## config.mk

```make
export PLATFORM = sky130hd
export DESIGN_NAME = bsram_dump_reader
export DESIGN_NICKNAME = d
export VERILOG_FILES = /design/src/rtl/bsram_dump_reader.sv
export SDC_FILE = /design/constraint.sdc
export NUM_CORES = 1
export LEC_CHECK = 0
export CAP_MARGIN = 30
export CORE_ASPECT_RATIO = 0.8
export CORE_UTILIZATION = 45
export DETAILED_ROUTE_END_ITERATION = 10
export GPL_ROUTABILITY_DRIVEN = 0
export PLACE_DENSITY = 0.75
export SLEW_MARGIN = 10
export SYNTH_ARGS = -nofsm -noshare
export SYNTH_HDL_FRONTEND = slang
export SYNTH_SLANG_ARGS = --single-unit
```

## constraint.sdc

```tcl
create_clock -name clk -period 2.6 [get_ports clk]
set_input_delay 0.39 -clock clk [delete_from_list [all_inputs] [get_ports clk]]
set_output_delay 0.39 -clock clk [all_outputs]
set_load 0.1 [all_outputs]
```

## src/rtl/bsram_dump_reader.sv

```systemverilog
// Streams BSRAM words out as bytes (high byte first) with an optional trailing checksum byte.
// First byte 2+READ_LAT cycles after start; tx_valid depends on state only and holds until tx_ready.
module bsram_dump_reader #(
    parameter int ADDR_W      = 11,
    parameter int DATA_W      = 16,
    parameter int READ_LAT    = 1,
    parameter int CHECKSUM_EN = 1
) (
    input  logic              clk,
    input  logic              rst,
    input  logic              start,
    input  logic [ADDR_W-1:0] start_addr,
    input  logic [ADDR_W:0]   word_count,
    input  logic              abort,
    output logic              mem_ce,
    output logic [ADDR_W-1:0] mem_addr,
    input  logic [DATA_W-1:0] mem_dout,
    output logic [7:0]        tx_data,
    output logic              tx_valid,
    input  logic              tx_ready,
    output logic              busy,
    output logic              done
);

    typedef enum logic [2:0] {
        S_IDLE,
        S_REQ,
        S_WAIT,
        S_SEND_HI,
        S_SEND_LO,
        S_SEND_CK,
        S_DONE
    } state_t;

    // After the last word (or an empty dump) either the checksum is sent or we finish directly.
    localparam state_t           S_END    = (CHECKSUM_EN != 0) ? S_SEND_CK : S_DONE;
    localparam logic [1:0]       LAT_LAST = 2'(READ_LAT - 1);
    localparam logic [ADDR_W-1:0] ADDR_ONE = ADDR_W'(1);
    localparam logic [ADDR_W:0]   CNT_ONE  = (ADDR_W + 1)'(1);

    state_t              state;
    state_t              state_nxt;
    logic [ADDR_W-1:0]   addr_q;
    logic [ADDR_W:0]     count_q;
    logic [7:0]          sum_q;
    logic [DATA_W-1:0]   word_q;
    logic [1:0]          lat_q;
    logic                xfer;

    assign xfer     = tx_valid && tx_ready;
    assign mem_addr = addr_q;

    always_ff @(posedge clk) begin
        if (rst) begin
            state <= S_IDLE;
        end else begin
            state <= state_nxt;
        end
    end

    always_comb begin
        state_nxt = state;
        case (state)
            S_IDLE:    if (start) state_nxt = (word_count == '0) ? S_END : S_REQ;
            S_REQ:     state_nxt = S_WAIT;
            S_WAIT:    if (lat_q == LAT_LAST) state_nxt = S_SEND_HI;
            S_SEND_HI: if (xfer) state_nxt = S_SEND_LO;
            S_SEND_LO: if (xfer) state_nxt = (count_q == CNT_ONE) ? S_END : S_REQ;
            S_SEND_CK: if (xfer) state_nxt = S_DONE;
            S_DONE:    state_nxt = S_IDLE;
            default:   state_nxt = S_IDLE;
        endcase
        if (abort) begin
            state_nxt = S_IDLE;
        end
    end

    always_comb begin
        mem_ce   = 1'b0;
        tx_valid = 1'b0;
        tx_data  = 8'h00;
        busy     = 1'b1;
        done     = 1'b0;
        case (state)
            S_IDLE:    busy = 1'b0;
            S_REQ:     mem_ce = 1'b1;
            S_WAIT:    busy = 1'b1;
            S_SEND_HI: begin
                tx_valid = 1'b1;
                tx_data  = word_q[15:8];
            end
            S_SEND_LO: begin
                tx_valid = 1'b1;
                tx_data  = word_q[7:0];
            end
            S_SEND_CK: begin
                tx_valid = 1'b1;
                tx_data  = 8'h00 - sum_q;
            end
            S_DONE: begin
                busy = 1'b0;
                done = 1'b1;
            end
            default:   busy = 1'b0;
        endcase
    end

    always_ff @(posedge clk) begin
        if (rst) begin
            addr_q  <= '0;
            count_q <= '0;
            sum_q   <= '0;
            word_q  <= '0;
            lat_q   <= '0;
        end else begin
            if (state == S_IDLE && start && !abort) begin
                addr_q  <= start_addr;
                count_q <= word_count;
                sum_q   <= '0;
            end
            lat_q <= (state == S_WAIT) ? lat_q + 2'd1 : 2'd0;
            // Read data is only trusted on the final WAIT edge.
            if (state == S_WAIT && lat_q == LAT_LAST) begin
                word_q <= mem_dout;
            end
            if (xfer && (state == S_SEND_HI || state == S_SEND_LO)) begin
                sum_q <= sum_q + tx_data;
            end
            if (xfer && state == S_SEND_LO) begin
                count_q <= count_q - CNT_ONE;
                addr_q  <= addr_q + ADDR_ONE;
            end
        end
    end

endmodule

```

==> qor.yml, run 1 <==
swShare: 0.315
syn-num-nets: 447
synth.top_cell.area_share: 0.337
required_ns: 2.79
clock_sinks: 52
first_pass_iters: 5
clockRootBuffer: "clkbuf_8"
switching_power_w: 0.000532
grt_pass1_vias: 2788
slew_viol_final: 0
cts.path.max_buffers: 2
max_slew_margin: 0.651
grt_max_degree: 53
synth_edf_count: 0
clkSlewWorstSetupHoldPaths_ns: 0.09
grt_first_pass_wirelength_um: 13800
dieArea_um2: 7190
yosys.area.top_type: "dfxtp_1"
finClkSkew_ns: 0.00719
ys_top_cells_by_count: "nand2_1, dfxtp_1, a21oi_1"
holdWs_ns: 0.428
synth_cell_type_count: 63
synthCells: 390
holdBufCountCts: 0
hold_viol: 0
ys_seq_area_frac: 0.337
ys_seq_elements: 52
fp.coreArea_um2: 6510
finalSetupViolCount: 0
fin_setup_tns_ns: 0
final_antenna_net_count: 0
final_nets: 512
post-synth-top-count-cell: "nand2_1"
drcViolationCount: 0
syn2layout_area_growth_pct: 34.2
clk_latency_ns: 0.31
final_core_utilization: 0.637
gr-total-overflow: 0
start_util: 0.474
port_buffers: 66
crit_arrival_ns: 2.64
finalWirelength_um: 8600
num_antenna_cells: 0
p_per_area_nw_per_um2: 407
die_x_um: 94.6
post-route-period-util: 0.944
rsz0062_at_grt: "false"
numCtsBuffers: 5
die_height_um: 76.1
p_int_w: 0.00116
wl_per_cell_um: 15.9
p_leak_nw: 1.56
cts_tree: "yes"
worstMarginPinSlew_ns: 0.523
ys_top_cells_by_area: "dfxtp_1, nand2_1, a21oi_1, ha_1, o21ai_0"
status: "finished, final reports clean"
dp_hpwl_um: 6380
reg2reg_depth: 10
synth_area_um2: 3090
avgSynthCellArea_um2: 7.91
grt_use_total: 0.239
io_pins: 67
crit_type: "flop to flop"
critical_path_peak_fanout: 3
hold_depth: 1
grt_antenna_before_repair: 0
async_flop_share: 0
rows: 26
drv_cap: 0
placed_area_um2: 4020
num_vias: 3179
min_path_type: "flop to flop"
ys_warn_count: 0
dominantRegCellSynth: "dfxtp_1"
p_comb_frac: 0.214
drt_iter0_markers: 255
power_frac_seq: 0.507
finalPower_w: 0.00169
endpoint_kind: "flop"
ir_worst_vdd_mv: 0.214
crit_path_start_kind: "flop"
max_freq_ghz: 0.407
viasPerCell: 5.89
fin_area_um2: 4140
period_needed_ns: 2.45
drive_gt1_frac: 0.180
h-tree-depth: 2
power_frac_clock: 0.279
==> cell families after synthesis <==
| logic type | Yosys count | synth area share |
|---|---|---|
| AND/OR/NAND/NOR | 161 | 0.272 |
| AO/OA/AOI/OAI | 113 | 0.235 |
| flip-flops | 52 | 0.337 |
| buffers and inverters | 34 | 0.0491 |
| adder cells (fa/ha/maj) | 13 | 0.0551 |
| XOR/XNOR | 12 | 0.0341 |
| multiplexers | 5 | 0.0174 |
==> final timing paths <==
| kind | startpoint | to | slack (ns) |
|---|---|---|---|
| worst max-delay path | sum_q[1] | sum_q[6] | 0.15 |
| worst min-delay path | lat_q[0] | lat_q[0] | 0.43 |
| worst max register to register | sum_q[1] | sum_q[6] | 0.15 |
| worst min register to register | lat_q[0] | lat_q[0] | 0.43 |
==> routing by layer <==
layer,vias up,GRT usage,part of all wire
li1,1558,-,-
met1,1492,0.368,0.48
met2,124,0.345,0.44
met3,5,0.0439,0.083
met4,0,0.0470,0.0054
met5,-,0,0
==> layout make-up <==
class / count / area [um^2]
timing repair buffer: 82 / 873
clock inverter: 3 / 18.8
clock buffer: 5 / 68.8
fill: 558 / 2360
multi-input combinational: 304 / 1990
tap: 84 / 105
inverter: 10 / 37.5
sequential: 52 / 1040
==> per-stage QoR <==
step                      std cells  worst slack (ns)
after CTS                       540             0.118
after global placement          532             0.203
final                           540             0.146
after detailed placement        532             0.135
after global routing            540            0.0115
after floorplan                 390           -0.0839
==> worst max-delay path, cell delays in order, from the launching register on <==
cell and delay [ns]:
dfxtp_1 0.38, inv_1 0.07, ha_1 0.29, a22o_1 0.22
a22o_4 0.25, fa_2 0.40, a21o_1 0.18, a21oi_2 0.17
o211ai_1 0.14, xnor2_1 0.15, o22ai_1 0.10
==> what timing repair did <==
item / CTS / global route
gates resized for setup: 0 / 8
setup buffers: 0 / 0
setup endpoints to repair: 0 / 2
==> flip-flops by register name, indices dropped and copies added, names as in the netlist <==
name	cells
count_q	12
state	3
sum_q	8
mem_addr	11
lat_q	2
word_q	16
==> power groups by stage <==
stage	logic (W)	clock network [W]	registers, W
3_3_place_gp	0.000354	0	0.000873
3_5_place_dp	0.000357	0	0.000874
2_1_floorplan	0.000151	0	0.000938
4_1_cts	0.000359	0.000476	0.000856
5_1_grt	0.000385	0.000517	0.000861
6_report	0.000360	0.000471	0.000856
==> cell usage in the layout (no fill, tap or decap), types with 3 or more instances in the layout <==
cell type,netlist,final
a2111oi_0,3,3
a21oi_1,42,41
a22o_2,0,3
a22o_4,0,4
a22oi_1,3,3
a311oi_1,3,3
a31oi_1,7,7
and2_1,3,3
and3_1,4,4
buf_12,0,12
buf_4,1,27
clkbuf_8,0,5
clkdlybuf4s50_1,0,43
dfxtp_1,52,49
dfxtp_2,0,3
ha_1,12,9
inv_1,10,10
mux2_2,3,3
nand2_1,68,68
nand3_1,14,14
nand3b_1,3,3
nand4_1,4,4
nor2_1,22,22
nor3_1,7,6
nor3b_2,2,4
nor4_1,10,9
nor4b_1,3,3
o211ai_1,6,6
o21a_1,3,3
o21ai_0,17,16
or3_1,3,3
xnor2_1,6,6
xor2_1,6,6
Note: power is estimated with default switching activity, not from simulation.
==> inputs of run 2 (changes only) <==
==> constraint.sdc (replaced) <==
create_clock -name clk -period 2.6 [get_ports clk]
set_input_delay 0.39 -clock clk [delete_from_list [all_inputs] [get_ports clk]]
set_output_delay 0.39 -clock clk [all_outputs]
set_load 0.01 [all_outputs]
==> run 2 against run 1 <==
Compared with the run above:
- via count grew 0.47%
- sequential share of layout area grew 0.57 points
- global-route usage grew 0.85 points
- worst setup slack lost 0.068 ns
- clock power grew 4.5%
- flip-flop and latch count is the same
- sequential power is essentially flat
- largest cell class unchanged
==> qor.yml, run 2 (synthesis results as in run 1) <==
final_nets: 520  # was 512
crit_type: "flop to output port"  # was flop to flop
dp_hpwl_um: 6460  # was 6380 um
reg2reg_from: "sum_q[0]"  # was sum_q[1]
drt_iter0_markers: 160  # was 255
cts.path.max_buffers: 2  # unchanged
holdBufCountCts: 0  # unchanged
p_leak_nw: 1.53  # was 1.56 nW
port_buffers: 66  # unchanged
grt_max_degree: 27  # was 53
finalPower_w: 0.00162  # was 0.00169 W
period_needed_ns: 2.52  # was 2.45 ns
post-route-period-util: 0.970  # was 0.944
ir_worst_vdd_mv: 0.342  # was 0.214 mV
rrSetupSlack_ns: 0.09  # was 0.15 ns
syn2layout_area_growth_pct: 31.7  # was 34.2%
gr-total-overflow: 0  # unchanged
dieArea_um2: 7190  # unchanged
h-tree-depth: 2  # unchanged
num_antenna_cells: 0  # unchanged
final_common_cell: "nand2_1"  # unchanged
drv_cap: 0  # unchanged
required_ns: 2.21  # was 2.79 ns
slew_viol_final: 0  # unchanged
final_antenna_net_count: 0  # unchanged
rsz0062_at_grt: "true"  # was false
multi_input_area_um2: 1930  # was 1990 um^2
numCtsBuffers: 5  # unchanged
clk_latency_ns: 0.31  # about the same
io_pins: 67  # unchanged
drcViolationCount: 0  # unchanged
clock_sinks: 52  # unchanged
max_slew_margin: 0.663  # was 0.651
n_fill_cell: 593  # was 558
crit_path_start_kind: "flop"  # unchanged
final_cell_mix: "nand2_1, clkdlybuf4s50_1, dfxtp_1"  # was nand2_1, dfxtp_1, clkdlybuf4s50_1
drive_gt1_frac: 0.119  # was 0.180
largest_reg_flops: 16  # unchanged
fp.coreArea_um2: 6510  # unchanged
finClkSkew_ns: 0.00930  # was 0.00719 ns
p_per_area_nw_per_um2: 398  # was 407 nW/um^2
cts_tree: "yes"  # unchanged
hp-start: "lat_q[0]"  # unchanged
rows: 26  # unchanged
finalWirelength_um: 8720  # was 8600 um
largest_register: "word_q"  # unchanged
wl_per_cell_um: 15.9  # about the same
max_freq_ghz: 0.396  # was 0.407 GHz
grt_pass1_vias: 2938  # was 2788
min_path_type: "flop to flop"  # unchanged
grt_antenna_before_repair: 0  # unchanged
num_vias: 3194  # was 3179
final-seq-area_um2: 1050  # was 1040 um^2
first_pass_iters: 5  # unchanged
clockRootBuffer: "clkbuf_8"  # unchanged
hold_viol: 0  # unchanged
grt_first_pass_wirelength_um: 14300  # was 13800 um
finalSetupViolCount: 0  # unchanged
endpoint_kind: "output port"  # was flop
holdWs_ns: 0.438  # was 0.428 ns
clkSlewWorstSetupHoldPaths_ns: 0.09  # about the same
crit_start: "sum_q[5]"  # was sum_q[1]
die_height_um: 76.1  # unchanged
crit_arrival_ns: 2.13  # was 2.64 ns
viasPerCell: 5.83  # was 5.89
status: "finished, final reports clean"  # unchanged
critical_path_peak_fanout: 2  # was 3
final_core_utilization: 0.625  # was 0.637
die_x_um: 94.6  # unchanged
worstMarginPinSlew_ns: 0.504  # was 0.523 ns
start_util: 0.474  # unchanged
grt_use_total: 0.248  # was 0.239
[run 2: changes by cell type in the layout (fill, tap and decap cells not counted), moves of 2 or more]
cell	delta
a22o_1	+7
a22o_2	-3
a22o_4	-4
buf_12	-12
buf_4	-3
clkdlybuf4s50_1	+21
clkinv_2	-2
dlymetal6s2s_1	+2
ha_1	+3
ha_4	-2
nor3b_2	-2
[run 2: timing repair]
item	CTS	global route
resized for setup	7	7
endpoints found under the setup margin	5	9
buffers inserted	0	2
cloned	0	0
pin swaps	1	3
[run 2: worst max-delay path: stages, from the launching register on]
cell and delay, ns:
dfxtp_1 0.35, nor4_4 0.35, nand2_1 0.12, xnor2_1 0.14, o21ai_0 0.15, a22o_1 0.18
clkdlybuf4s50_1 0.54
[run 2: cell type report]
type                    instances  share of cell area
clock buffers                   7              0.0212
flip-flops and latches         52               0.258
multi-input cells             304               0.476
clock inverters                 1             0.00185
repair buffers                 90               0.208
well taps                      84              0.0259
inverters                      10             0.00924
[run 2: per-stage QoR]
stage / cells / cell area [um^2] / TNS [ns] / worst slack, ns
3_5_place_dp: 538 / 3900 / -0.0127 / -0.0127
3_3_place_gp: 538 / 3900 / -0.00839 / -0.00839
5_1_grt: 548 / 4060 / -0.0673 / -0.0549
4_1_cts: 546 / 4030 / 0 / 0.00941
2_1_floorplan: 390 / 3090 / 0 / 0.0210
6_report: 548 / 4060 / 0 / 0.0778
[run 2: path summary, 6_finish.rpt]
path                 to  cells past startpoint
max          tx_data[6]                      6
min            lat_q[0]                      1
max reg2reg    sum_q[7]                     12
min reg2reg    lat_q[0]                      1
[run 2: power breakdown]
group | leakage [nW] | internal, W | switching, W
Combinational | 1.06 | 0.000140 | 0.000127
Sequential | 0.425 | 0.000824 | 0.0000344
Clock | 0.0445 | 0.000217 | 0.000275
Total | 1.53 | 0.00118 | 0.000436
[run 2: routing by layer]
layer,track usage,vias up,wire length (um)
met2,0.372,108,3880
met3,0.0379,10,470
met4,0.0515,0,73
li1,-,1579,-
met5,0,-,0
met1,0.373,1497,4300
==> inputs of run 3 (changes only) <==
--- a/config.mk
+++ b/config.mk
@@ -8,6 +8,7 @@
 export CAP_MARGIN = 30
 export CORE_ASPECT_RATIO = 0.8
 export CORE_UTILIZATION = 45
+export CTS_BUF_LIST = sky130_fd_sc_hd__clkbuf_2
 export DETAILED_ROUTE_END_ITERATION = 10
 export GPL_ROUTABILITY_DRIVEN = 0
 export PLACE_DENSITY = 0.75
==> run 3 against run 2 <==
Compared with the run above:
- maximum frequency grew 0.75%
- via count grew 1.0%
- worst setup slack gained 0.019 ns
- combinational power is essentially flat
- first-iteration DRC count grew 18%
- largest cell class unchanged
- hold slack gained 0.0088 ns
- non-clock buffer count grew 5
- critical path type unchanged
- routed wire length grew 2.1%
==> qor.yml, run 3 (synthesis results as in run 1) <==
status: "finished, final reports clean"  # unchanged
crit_type: "flop to output port"  # unchanged
final_cell_mix: "nand2_1, clkdlybuf4s50_1, dfxtp_1"  # unchanged
worstMarginPinSlew_ns: 0.505  # was 0.504 ns
crit_chain: "nor3b_4 > buf_4 > a22o_1 > clkdlybuf4s50_1"  # was nor4_4 > nand2_1 > xnor2_1 > o21ai_0 > a22o_1 > clkdlybuf4s50_1
hp-start: "lat_q[0]"  # unchanged
r2r_end: "sum_q[7]"  # unchanged
critical_path_peak_fanout: 6  # was 2
hold_end: "lat_q[0]"  # unchanged
grt_max_degree: 27  # unchanged
drt_iter0_markers: 189  # was 160
clk_latency_ns: 0.46  # was 0.31 ns
h-tree-depth: 2  # unchanged
fin_setup_tns_ns: 0  # unchanged
finalWirelength_um: 8900  # was 8720 um
reg2reg_depth: 12  # unchanged
dieArea_um2: 7190  # unchanged
finalSetupViolCount: 0  # unchanged
finalPower_w: 0.00146  # was 0.00162 W
crit_path_start_kind: "flop"  # unchanged
max_freq_ghz: 0.399  # was 0.396 GHz
n_fill_cell: 588  # was 593
final_nets: 525  # was 520
min_path_type: "flop to flop"  # unchanged
port_buffers: 66  # unchanged
die_height_um: 76.1  # unchanged
final_common_cell: "nand2_1"  # unchanged
drive_gt1_frac: 0.143  # was 0.119
max_slew_margin: 0.663  # about the same
use_met3: 0.0399  # was 0.0379
hold_viol: 0  # unchanged
start_util: 0.474  # unchanged
p_leak_nw: 1.58  # was 1.53 nW
first_pass_iters: 5  # unchanged
grt_first_pass_wirelength_um: 14600  # was 14300 um
numCtsBuffers: 5  # unchanged
cp_slowest_cell: "clkdlybuf4s50_1"  # unchanged
syn2layout_area_growth_pct: 33.2  # was 31.7%
final_antenna_net_count: 0  # unchanged
period_needed_ns: 2.50  # was 2.52 ns
holdBufCountCts: 0  # unchanged
finClkSkew_ns: 0.0349  # was 0.00930 ns
grt_busiest_layer: "met2"  # was met1
drcViolationCount: 0  # unchanged
grt_pass1_vias: 3021  # was 2938
gr-total-overflow: 0  # unchanged
grtUsageMet1: 0.372  # was 0.373
post-route-period-util: 0.963  # was 0.970
slew_viol_final: 0  # unchanged
fp.coreArea_um2: 6510  # unchanged
viasPerCell: 5.83  # about the same
grt.met2_usage: 0.386  # was 0.372
cts.path.max_buffers: 2  # unchanged
clock_sinks: 52  # unchanged
required_ns: 2.21  # about the same
dp_hpwl_um: 6460  # unchanged
num_antenna_cells: 0  # unchanged
crit_arrival_ns: 2.11  # was 2.13 ns
hold_depth: 1  # unchanged
largest_reg_flops: 16  # unchanged
largest_register: "word_q"  # unchanged
grt_use_total: 0.255  # was 0.248
cts_tree: "yes"  # unchanged
rows: 26  # unchanged
grt_antenna_before_repair: 0  # unchanged
slowest_delay_ns: 0.54  # about the same
drv_cap: 0  # unchanged
rrSetupSlack_ns: 0.11  # was 0.09 ns
ir_worst_vdd_mv: 0.221  # was 0.342 mV
p_per_area_nw_per_um2: 356  # was 398 nW/um^2
clockRootBuffer: "clkbuf_2"  # was clkbuf_8
num_vias: 3226  # was 3194
reg2reg_from: "sum_q[1]"  # was sum_q[0]
io_pins: 67  # unchanged
die_x_um: 94.6  # unchanged
clkSlewWorstSetupHoldPaths_ns: 0.30  # was 0.09 ns
endpoint_kind: "output port"  # unchanged
wl_per_cell_um: 16.1  # was 15.9 um
[run 3: area by class of cell]
cell class                 instances  area, um^2  share of cell area
clock buffer                       6        30.0             0.00731
clock inverter                     2        11.3             0.00274
inverter                          10        37.5             0.00914
multi-input combinational        304        1980               0.482
sequential                        52        1060               0.259
tap                               84         105              0.0256
timing repair buffer              95         882               0.215
[run 3: report_power, final]
group          switching [W]  total [W]  internal, W
clock network       0.000270   0.000337    0.0000669
logic               0.000129   0.000270     0.000141
registers          0.0000331   0.000857     0.000824
total               0.000432    0.00146      0.00103
[run 3: per-stage QoR]
stage	cells	hold slack (ns)	instance area, um^2	worst slack, ns	util
after global routing	553	0.422	4110	-0.0112	0.632
after detailed placement	538	0.421	3900	-0.0127	0.600
after global placement	538	0.409	3900	-0.00839	0.600
final	553	0.447	4110	0.0966	0.632
after CTS	551	0.449	4030	-0.0165	0.620
after floorplan	390	0.400	3090	0.0210	-
[run 3: how the worst max path moves through the flow]
stage	end	startpoint	slack, ns	cells after the start
2_1_floorplan	sum_q[6]	state[1]	0.02	13
3_3_place_gp	sum_q[7]	sum_q[2]	-0.008	11
3_5_place_dp	sum_q[7]	sum_q[2]	-0.01	11
4_1_cts	tx_data[2]	sum_q[0]	-0.02	6
5_1_grt	sum_q[7]	sum_q[1]	-0.01	12
6_report	tx_data[3]	state[2]	0.1	4
[run 3: worst max-delay path: cells and delay by family, from the launching register on]
| family | cells | cell delay, ns |
|---|---|---|
| buf+inv | 2 | 0.73 |
| flops | 1 | 0.46 |
| simple gates | 1 | 0.29 |
| compound gates | 1 | 0.17 |
[run 3: what timing repair did]
action | in CTS | in global routing
pin swaps | 3 | 4
endpoints found under the setup margin | 11 | 11
hold endpoints to repair | 0 | 0
resized for setup | 19 | 16
setup buffers | 5 | 2
[run 3: metal layers]
layer  vias to the layer above  wire, um
met3                        10       537
li1                       1583         -
met1                      1520      4290
met2                       113      3970
met5                         -         0
met4                         0       106
